<file path="config.mk">
export PLATFORM = sky130hd
export DESIGN_NAME = axum_host_arb
export DESIGN_NICKNAME = d
export VERILOG_FILES = /design/src/rtl/axum_arb_pkg.sv /design/src/rtl/axum_arb_id_fifo.sv /design/src/rtl/axum_host_arb.sv
export SDC_FILE = /design/constraint.sdc
export NUM_CORES = 1
export LEC_CHECK = 0
export CORE_AREA = 2 2 125 127
export CTS_CLUSTER_SIZE = 8
export DETAILED_ROUTE_END_ITERATION = 12
export DIE_AREA = 0 0 127 129
export PLACE_DENSITY = 0.5
export SYNTH_ARGS = -nofsm -noshare
export SYNTH_HDL_FRONTEND = slang
export SYNTH_SLANG_ARGS = --single-unit
</file>
<file path="constraint.sdc">
create_clock -name clk_i -period 2.3 [get_ports clk_i]
set_input_delay 0.46 -clock clk_i [delete_from_list [all_inputs] [get_ports clk_i]]
set_output_delay 0.46 -clock clk_i [all_outputs]
set_load 0.01 [all_outputs]
</file>
<file path="src/rtl/axum_arb_pkg.sv">
// Shared types and helpers for the axum host arbiter.
// Optional build macro: AXUM_ARB_LOCK_EN (adds the ARB_LOCKED state).
package axum_arb_pkg;

    localparam int MaxHosts = 32;

    typedef enum logic [1:0] {
        ARB_IDLE   = 2'd0,
`ifdef AXUM_ARB_LOCK_EN
        ARB_LOCKED = 2'd2,
`endif
        ARB_HOLD   = 2'd1
    } arb_state_e;

    function automatic int host_id_width(input int nr_hosts);
        return (nr_hosts > 1) ? $clog2(nr_hosts) : 1;
    endfunction

    // First set bit of mask at or after ptr, wrapping at n; returns ptr when mask is empty.
    function automatic int rr_pick(input logic [MaxHosts-1:0] mask, input int ptr, input int n);
        int   pick;
        logic found;
        pick  = ptr;
        found = 1'b0;
        for (int i = 0; i < MaxHosts; i++) begin
            int idx;
            idx = ptr + i;
            if (idx >= n) idx = idx - n;
            if (i < n && !found && mask[idx]) begin
                pick  = idx;
                found = 1'b1;
            end
        end
        return pick;
    endfunction

endpackage

</file>
<file path="src/rtl/axum_arb_id_fifo.sv">
// Synchronous FIFO of host IDs for outstanding transactions.
// Push is accepted while full when a pop happens in the same cycle.
module axum_arb_id_fifo #(
    parameter int Depth = 2,
    parameter int Width = 1
) (
    input  logic             clk_i,
    input  logic             rst_ni,
    input  logic             push_i,
    input  logic [Width-1:0] data_i,
    input  logic             pop_i,
    output logic [Width-1:0] head_o,
    output logic             full_o,
    output logic             empty_o
);

    localparam int PtrW = (Depth > 1) ? $clog2(Depth) : 1;
    localparam int CntW = $clog2(Depth) + 1;

    logic [Width-1:0] mem_q [Depth];
    logic [PtrW-1:0]  wr_ptr_q, rd_ptr_q;
    logic [CntW-1:0]  count_q;
    logic             do_push, do_pop;

    assign full_o  = (count_q == CntW'(Depth));
    assign empty_o = (count_q == '0);
    assign do_pop  = pop_i && !empty_o;
    assign do_push = push_i && (!full_o || do_pop);
    assign head_o  = mem_q[rd_ptr_q];

    function automatic logic [PtrW-1:0] wrap_inc(input logic [PtrW-1:0] p);
        return (p == PtrW'(Depth - 1)) ? '0 : p + 1'b1;
    endfunction

    // NOTE: the storage array has no reset; pointers and count decide which entries are valid.
    always_ff @(posedge clk_i) begin
        if (do_push) mem_q[wr_ptr_q] <= data_i;
    end

    // NOTE: sequential state uses <= so every register samples pre-edge values.
    always_ff @(posedge clk_i or negedge rst_ni) begin
        if (!rst_ni) begin
            wr_ptr_q <= '0;
            rd_ptr_q <= '0;
            count_q  <= '0;
        end else begin
            if (do_push) wr_ptr_q <= wrap_inc(wr_ptr_q);
            if (do_pop)  rd_ptr_q <= wrap_inc(rd_ptr_q);
            case ({do_push, do_pop})
                2'b10:   count_q <= count_q + 1'b1;
                2'b01:   count_q <= count_q - 1'b1;
                default: count_q <= count_q;
            endcase
        end
    end

endmodule

</file>
<file path="src/rtl/axum_host_arb.sv">
// Round-robin arbiter sharing one bus host port among NrHosts hosts, with in-order response routing.
// Optional build macro: AXUM_ARB_LOCK_EN (host_lock_i and exclusive ownership).
module axum_host_arb
    import axum_arb_pkg::*;
#(
    parameter int NrHosts        = 2,
    parameter int DataWidth      = 32,
    parameter int AddressWidth   = 32,
    parameter int MaxOutstanding = 2
) (
    input  logic                                  clk_i,
    input  logic                                  rst_ni,
    input  logic [NrHosts-1:0]                    host_req_i,
    output logic [NrHosts-1:0]                    host_gnt_o,
    input  logic [NrHosts-1:0][AddressWidth-1:0]  host_addr_i,
    input  logic [NrHosts-1:0]                    host_we_i,
    input  logic [NrHosts-1:0][3:0]               host_be_i,
    input  logic [NrHosts-1:0][DataWidth-1:0]     host_wdata_i,
`ifdef AXUM_ARB_LOCK_EN
    input  logic [NrHosts-1:0]                    host_lock_i,
`endif
    output logic [NrHosts-1:0]                    host_rvalid_o,
    output logic [NrHosts-1:0][DataWidth-1:0]     host_rdata_o,
    output logic [NrHosts-1:0]                    host_err_o,
    output logic                                  dn_req_o,
    input  logic                                  dn_gnt_i,
    output logic [AddressWidth-1:0]               dn_addr_o,
    output logic                                  dn_we_o,
    output logic [3:0]                            dn_be_o,
    output logic [DataWidth-1:0]                  dn_wdata_o,
    input  logic                                  dn_rvalid_i,
    input  logic [DataWidth-1:0]                  dn_rdata_i,
    input  logic                                  dn_err_i,
    output logic                                  stray_rvalid_o
);

    localparam int IdW = host_id_width(NrHosts);
    typedef logic [IdW-1:0] host_id_t;

    arb_state_e state_q, state_d;
    host_id_t   ptr_q, ptr_d, hold_q, hold_d;
    host_id_t   winner, sel, head_id;
`ifdef AXUM_ARB_LOCK_EN
    host_id_t   owner_q, owner_d;
`endif
    logic       accept, in_lock, any_req, space, pop, fifo_full, fifo_empty;

    assign any_req = |host_req_i;
    assign winner  = host_id_t'(rr_pick(MaxHosts'(host_req_i), int'(ptr_q), NrHosts));
    // Outputs are held quiet while reset is asserted, independent of the clock.
    assign pop     = rst_ni && dn_rvalid_i && !fifo_empty;
    assign space   = !fifo_full || pop;

    // NOTE: every signal driven here gets a default first so no latch is inferred.
    always_comb begin
        state_d    = state_q;
        ptr_d      = ptr_q;
        hold_d     = hold_q;
`ifdef AXUM_ARB_LOCK_EN
        owner_d    = owner_q;
`endif
        sel        = winner;
        accept     = 1'b0;
        in_lock    = 1'b0;
        dn_req_o   = 1'b0;
        host_gnt_o = '0;
        if (rst_ni) begin
            case (state_q)
                ARB_IDLE: begin
                    if (any_req && space) begin
                        dn_req_o = 1'b1;
                        if (dn_gnt_i) begin
                            accept = 1'b1;
                        end else begin
                            state_d = ARB_HOLD;
                            hold_d  = winner;
                        end
                    end
                end
                ARB_HOLD: begin
                    sel = hold_q;
                    if (!host_req_i[hold_q]) begin
                        state_d = ARB_IDLE;
                    end else if (space) begin
                        dn_req_o = 1'b1;
                        if (dn_gnt_i) begin
                            accept  = 1'b1;
                            state_d = ARB_IDLE;
                        end
                    end
                end
`ifdef AXUM_ARB_LOCK_EN
                ARB_LOCKED: begin
                    sel     = owner_q;
                    in_lock = 1'b1;
                    if (!host_req_i[owner_q]) begin
                        if (fifo_empty) state_d = ARB_IDLE;
                    end else if (space) begin
                        dn_req_o = 1'b1;
                        if (dn_gnt_i) begin
                            accept = 1'b1;
                            if (!host_lock_i[owner_q]) state_d = ARB_IDLE;
                        end
                    end
                end
`endif
                default: state_d = ARB_IDLE;
            endcase
            if (accept) begin
                host_gnt_o[sel] = 1'b1;
                if (!in_lock) ptr_d = (sel == host_id_t'(NrHosts - 1)) ? '0 : sel + 1'b1;
`ifdef AXUM_ARB_LOCK_EN
                if (!in_lock && host_lock_i[sel]) begin
                    state_d = ARB_LOCKED;
                    owner_d = sel;
                end
`endif
            end
        end
    end

    assign dn_addr_o  = host_addr_i[sel];
    assign dn_we_o    = host_we_i[sel];
    assign dn_be_o    = host_be_i[sel];
    assign dn_wdata_o = host_wdata_i[sel];

    always_comb begin
        host_rvalid_o = '0;
        host_err_o    = '0;
        if (pop) begin
            host_rvalid_o[head_id] = 1'b1;
            host_err_o[head_id]    = dn_err_i;
        end
    end

    assign host_rdata_o   = {NrHosts{dn_rdata_i}};
    assign stray_rvalid_o = rst_ni && dn_rvalid_i && fifo_empty;

    axum_arb_id_fifo #(
        .Depth (MaxOutstanding),
        .Width (IdW)
    ) u_id_fifo (
        .clk_i   (clk_i),
        .rst_ni  (rst_ni),
        .push_i  (accept),
        .data_i  (sel),
        .pop_i   (pop),
        .head_o  (head_id),
        .full_o  (fifo_full),
        .empty_o (fifo_empty)
    );

    always_ff @(posedge clk_i or negedge rst_ni) begin
        if (!rst_ni) begin
            state_q <= ARB_IDLE;
            ptr_q   <= '0;
            hold_q  <= '0;
`ifdef AXUM_ARB_LOCK_EN
            owner_q <= '0;
`endif
        end else begin
            state_q <= state_d;
            ptr_q   <= ptr_d;
            hold_q  <= hold_d;
`ifdef AXUM_ARB_LOCK_EN
            owner_q <= owner_d;
`endif
        end
    end

endmodule

</file>
==> out/qor.csv <==
metric,value,unit
layout-drive-gt1-share,51.13,%
dp_hpwl,6.600,mm
max_freq,421.0,MHz
clock_sinks,9,
fin_ws,-0.07547,ns
synth.most_common_cell,mux2_2,
ys_top_cells_by_count,"mux2_2, buf_4, buf_6, dfrtp_1, nor2_1",
setup_viol,28,
drt_first_pass_iters,4,
drtIter0Drc,55,
report.power.total,3.977,mW
rsz0062_at_grt,yes,
violations,negative setup slack,
rows,45,
drv_cap,0,
wire_per_inst,16.76,µm
die_h,129,µm
n_fill_cell,1574,
cts_made_buffers,3,
worst-path-max-fanout,5,
synthCells,194,
fin_crit_sh,103.3,%
yosys_warnings,0,
ys_seq_area_share,12.43,%
leakage,2.142,nW
end_kind,output pin,
grt-ovfl-total,0,
hold-worst-slack,0.2053,ns
syn_avg_cell_area,9.758,µm²
cp.required,1.84,ns
cts_buffer_depth,2,
gp_congestion,0.7233,
synth_nets,372,
finClkSkew,0.002027,ns
period_needed,2.375,ns
antenna_found_initial,0,
crit_path_start_kind,register,
status,"complete, but fails checks",
clock_latency,0.23,ns
vdd_ir_drop_max,0.2714,mV
worst_slew_pin_slew,0.3326,ns
drv_slew,0,
synthTopCellsByArea,"mux2_2, buf_4, dfrtp_1",
worstSetupPathType,reg2out,
synth_top_area_share,41.64,%
initial_core_util,12.64,%
hold_class,in2async,
wirelength,9.836,mm
cts_tree,done,
portBuffers,221,
remaining_drc_errors,0,
grt_max_degree,12,
fin_nets,578,
ys.flop_type,dfrtp_1,
core,14980,µm²
rr_worst_depth,9,
die-area,16380,µm²
preCtsSetupSlack,-0.6605,ns
via_per_inst,3.743,
grt_pass1_wl,14.02,mm
syn2layout_area_growth,154.2,%
htree_levels,1,
path_clk_slew,0.04,ns
root_buffer,clkbuf_16,
synth-edff-count,2,
die_w,127,µm
grt_pass1_vias,2456,
diodes,0,
ant_nets,0,
ys_types,31,
ioPinCount,318,
power.density,826.4,nW/µm²
critPathArrivalTime,1.92,ns
grt.total_usage,11.26,%
syn_area,1893,µm²
hold_viol_final,0,
synth_top_cell_by_area,mux2_2,
vias,2197,
synthArstFlopShare,77.78,%
ys_seq_elements,9,
slew_headroom,77.59,%
[cell usage in the layout (no fill, tap or decap), types with 4 or more instances in the layout]
cell / n
clkdlybuf4s15_1: 7
nor2_1: 5
mux2_2: 20
inv_1: 4
buf_12: 7
buf_4: 22
dfrtp_1: 6
clkdlybuf4s15_2: 10
buf_2: 7
clkdlybuf4s50_1: 141
mux2_4: 50
buf_6: 64
buf_16: 8
[final cells by class]
type                            count  area, µm²  share of cell area [%]
Inverter                            4      15.01                  0.3120
Clock buffer                        4      78.83                   1.638
Tap cell                          188      235.2                   4.888
Sequential cell                     9      236.5                   4.914
Multi-Input combinational cell    109       1305                   27.12
Timing Repair Buffer              273       2942                   61.13
[sequential cells by signal, indices dropped and copies added, names as in the netlist]
| register | flops |
|---|---|
| u_id_fifo.wr_ptr_q | 1 |
| hold_q | 1 |
| u_id_fifo.mem_q | 2 |
| u_id_fifo.count_q | 2 |
| u_id_fifo.rd_ptr_q | 1 |
| state_q | 1 |
| ptr_q | 1 |
[metrics by stage]
step | instances | setup TNS [ns] | cell area, µm² | utilization, %
after detailed placement | 547 | -44.84 | 3921 | 26.18
after global placement | 547 | -44.63 | 3921 | 26.18
after global routing | 587 | -4.199 | 4812 | 32.13
after floorplan | 194 | 0 | 1893 | -
after CTS | 589 | -4.067 | 4843 | 32.34
final | 587 | -1.575 | 4812 | 32.13
[kinds of logic after synthesis]
family,Yosys count,share of synthesized area (%)
AO/OA/AOI/OAI,11,5.486
XOR/XNOR,5,2.314
adder cells (fa/ha/maj),1,0.6608
buffers and inverters,76,30.60
flip-flops,9,12.43
multiplexers,73,43.23
AND/OR/NAND/NOR,19,5.288
[per-layer routing]
layer  GRT usage, %  routed length (µm)  vias up
li1               -                   -     1032
met1          13.41                3711     1007
met2          19.70                4932      132
met3          2.952                 908       26
met4          3.878                 282        0
met5              0                   0        -
[report_power, final]
group | internal [mW] | total [mW] | switching [mW]
logic | 2.19 | 3.35 | 1.17
clock network | 0.231 | 0.304 | 0.0726
registers | 0.236 | 0.319 | 0.0828
[path summary, 6_finish.rpt]
path                                     from                    to  slack (ns)
setup / recovery                        ptr_q         dn_addr_o[15]       -0.08
hold / removal                         rst_ni            state_q[0]        0.21
min in group clk_i         u_id_fifo.wr_ptr_q    u_id_fifo.wr_ptr_q        0.49
setup reg to reg                   state_q[0]  u_id_fifo.count_q[1]        0.35
max in group asynchronous              rst_ni                 ptr_q        1.94
hold reg to reg            u_id_fifo.wr_ptr_q    u_id_fifo.wr_ptr_q        0.49
[critical path, stage by stage, from the launching register on]
cell and delay (ns):
dfrtp_2 0.44, a21boi_4 0.20, o21ai_4 0.08, buf_6 0.13, buf_12 0.14, buf_16 0.14, buf_12 0.12, mux2_4 0.29
buf_6 0.12
[repair_timing]
action / CTS / global route
gates resized for setup: 400 / 34
hold buffers: 0 / 0
cloned: 10 / 0
endpoints found under the setup margin: 77 / 73
setup buffers: 28 / 5
pin swaps: 4 / 3
(Power assumes the default switching activity.)
==> edit (config.mk and constraints unchanged) <==
Add a define of `AXUM_ARB_LOCK_EN`.
--- a/src/rtl/axum_arb_pkg.sv
+++ b/src/rtl/axum_arb_pkg.sv
@@ -1,5 +1,7 @@
 // Shared types and helpers for the axum host arbiter.
 // Optional build macro: AXUM_ARB_LOCK_EN (adds the ARB_LOCKED state).
+`define AXUM_ARB_LOCK_EN
+
 package axum_arb_pkg;
 
     localparam int MaxHosts = 32;
Interface: changed (added host_lock_i); port bits go from 318 to 320. No check against the original RTL was run, so the function may have changed too.
==> edit against the original RTL <==
The flow still finishes with violations (setup timing). Hold slack better by 0.27 ns. Die area stayed put. Clock power is 7.6% higher. Synthesized area is 16% higher. Worst setup slack worse by 0.32 ns. Power is 56% higher. Sequential cell count is 2 higher. Cell area is 13% higher. Critical endpoint is now dn_wdata_o[1]. Wire length is 22% higher.
==> edit: results (changes against the original RTL) <==
----------------------------------------------------
[Run status]
  Run status ... finished, violations left
  Violated checks ... setup timing

[Place]
  Half-perimeter wire length of the detailed placement result ... 9340 um (+42%)
  Placed cells ... 627 (+15%)
  Routability cong. ... 0.898 (+24%)
  # port buffers ... 223 (+0.90%)
  Area after DPL ... 4520 sq um (+15%)

[Yosys]
  Share of synthesized area occupied by flip-flops and latches ... 13.0% (+0.59 points)
  Synth area leaders ... mux2_2 34%, buf_4 22%, dfrtp_1 10%
  Distinct cell type count after synthesis ... 39 (+26%)
  Number of cells produced by synthesis ... 243 (+25%)
  Proportion of register bits with asynchronous set or reset after synthesis ... 81.8% (+4.0 points)
  Post-Syn Nets ... 427 (+15%)
  Cell types with the highest counts after synthesis ... 67 x mux2_2, 64 x buf_4, 12 x nand2_1

[GRT]
  Number of global-route vias before repair ... 3053 (+24%)
  Global-route wire length before repair ... 17500 um (+25%)
  Initial antenna violation count ... 1 (+1)
  Overall track demand over capacity in global routing ... 14.0% (+2.7 points)

[Critical path]
  Worst setup startpoint ... state_q[1]
  Worst Reg-to-Reg Cells ... 12 (+3)
  R2r setup slk ... -0.12 ns (-0.47 ns)
  Crit path max fanout ... 6 (+1)
  Arrival time reported for the critical path endpoint ... 2.24 ns (+0.32 ns)

[Timing]
  Final setup vio count ... 75 (+170%)
  Final worst-path setup slack ... -0.399 ns (-0.323 ns)
  Slew headroom ... 73.3% (-4.3 points)
  Final-layout worst hold slack ... 0.474 ns (+0.269 ns)
  Clock skew ... 0.00437 ns (+0.00234 ns)

[Layout]
  Non-filler cells in the finished layout ... 661 (+13%)
  Synthesis-to-finish area growth ... 147%
  Fill cells ... 1557 (-1.1%)
  Top flop regs ... state_q: 2 flops, u_id_fifo.count_q: 2 flops, u_id_fifo.mem_q: 2 flops
  Share of final-layout standard cells stronger than drive strength 1 ... 53.2% (+2.1 points)

[Clock tree]
  Source-to-sink clock delay at the later pin of the worst-skew pair ... 0.24 ns
  Buffer depth of the longest clock path ... 2 (unchanged)

[Detailed routing]
  Via count ... 2609 (+19%)
  Violation count after the first detailed-routing iteration ... 38 (-31%)
  Routed wire length ... 12000 um (+22%)

[Pwr]
  Highest ir drop seen on vdd ... 0.452 mV (+66%)
  Leakage ... 0.00246 uW (+15%)

[Floorplan]
  Die X-Extent ... 127 um (unchanged)

----------------------------------------------------
[edit: kinds of logic after synthesis]
logic type / share of synthesized area (%)
AO/OA/AOI/OAI: 8.05
XOR/XNOR: 2.00
adder cells (fa/ha/maj): 2.85
buffers and inverters: 25.6
flip-flops: 13.0
multiplexers: 38.4
AND/OR/NAND/NOR: 10.1
[edit: worst max path at each step]
stage | end | cells past startpoint | slack [ns]
5_1_grt | dn_wdata_o[1] | 10 | -0.45
3_3_place_gp | dn_addr_o[3] | 8 | -0.84
4_1_cts | dn_wdata_o[14] | 12 | -0.45
3_5_place_dp | dn_addr_o[8] | 8 | -0.83
6_report | dn_wdata_o[1] | 10 | -0.40
2_1_floorplan | host_gnt_o[0] | 8 | -0.04
[edit: per-layer routing]
layer | part of all wire [%] | track usage (%) | vias up
met1 | 36 | 15.4 | 1215
met3 | 9.1 | 5.16 | 4
met4 | 0.52 | 2.20 | 0
met2 | 54 | 26.2 | 142
li1 | - | - | 1248
met5 | 0 | 0 | -
[edit: worst max-delay path: stages (launching register included)]
cell     delay (ns)
dfrtp_2        0.43
inv_4          0.06
ha_4           0.29
and3_4         0.20
nand2_4        0.06
o21ai_4        0.10
buf_12         0.15
buf_12         0.13
buf_12         0.13
mux2_4         0.31
buf_6          0.12
[edit: power breakdown]
part | internal, uW | total, uW | switching, uW
Clock | 234 | 327 | 93.2
Combinational | 3420 | 5490 | 2060
Sequential | 295 | 388 | 93.4
Total | 3950 | 6200 | 2250
[edit: area by class of cell]
class	count	area (sq um)	area share (%)
Clock buffer	4	78.8	1.45
Timing Repair Buffer	297	3040	56.1
Multi-Input combinational cell	151	1730	32.0
Tap cell	188	235	4.34
Antenna cell	1	2.50	0.0462
Inverter	9	38.8	0.716
Sequential cell	11	288	5.31
[edit: what timing repair did]
item | in CTS | in global routing
pin swaps | 9 | 6
hold buffers | 0 | 0
gates resized for setup | 466 | 44
buffers inserted | 27 | 5
gates cloned | 4 | 0
endpoints found under the setup margin | 79 | 78
[edit: metrics by stage]
step                setup TNS, ns  util (%)  setup slack (ns)
detailed placement         -58.09      30.2            -0.833
floorplan                 -0.0399         -           -0.0399
CTS                        -25.24      35.6            -0.447
global route               -28.81      36.2            -0.452
finish                     -25.05      36.2            -0.399
global placement           -58.96      30.2            -0.837
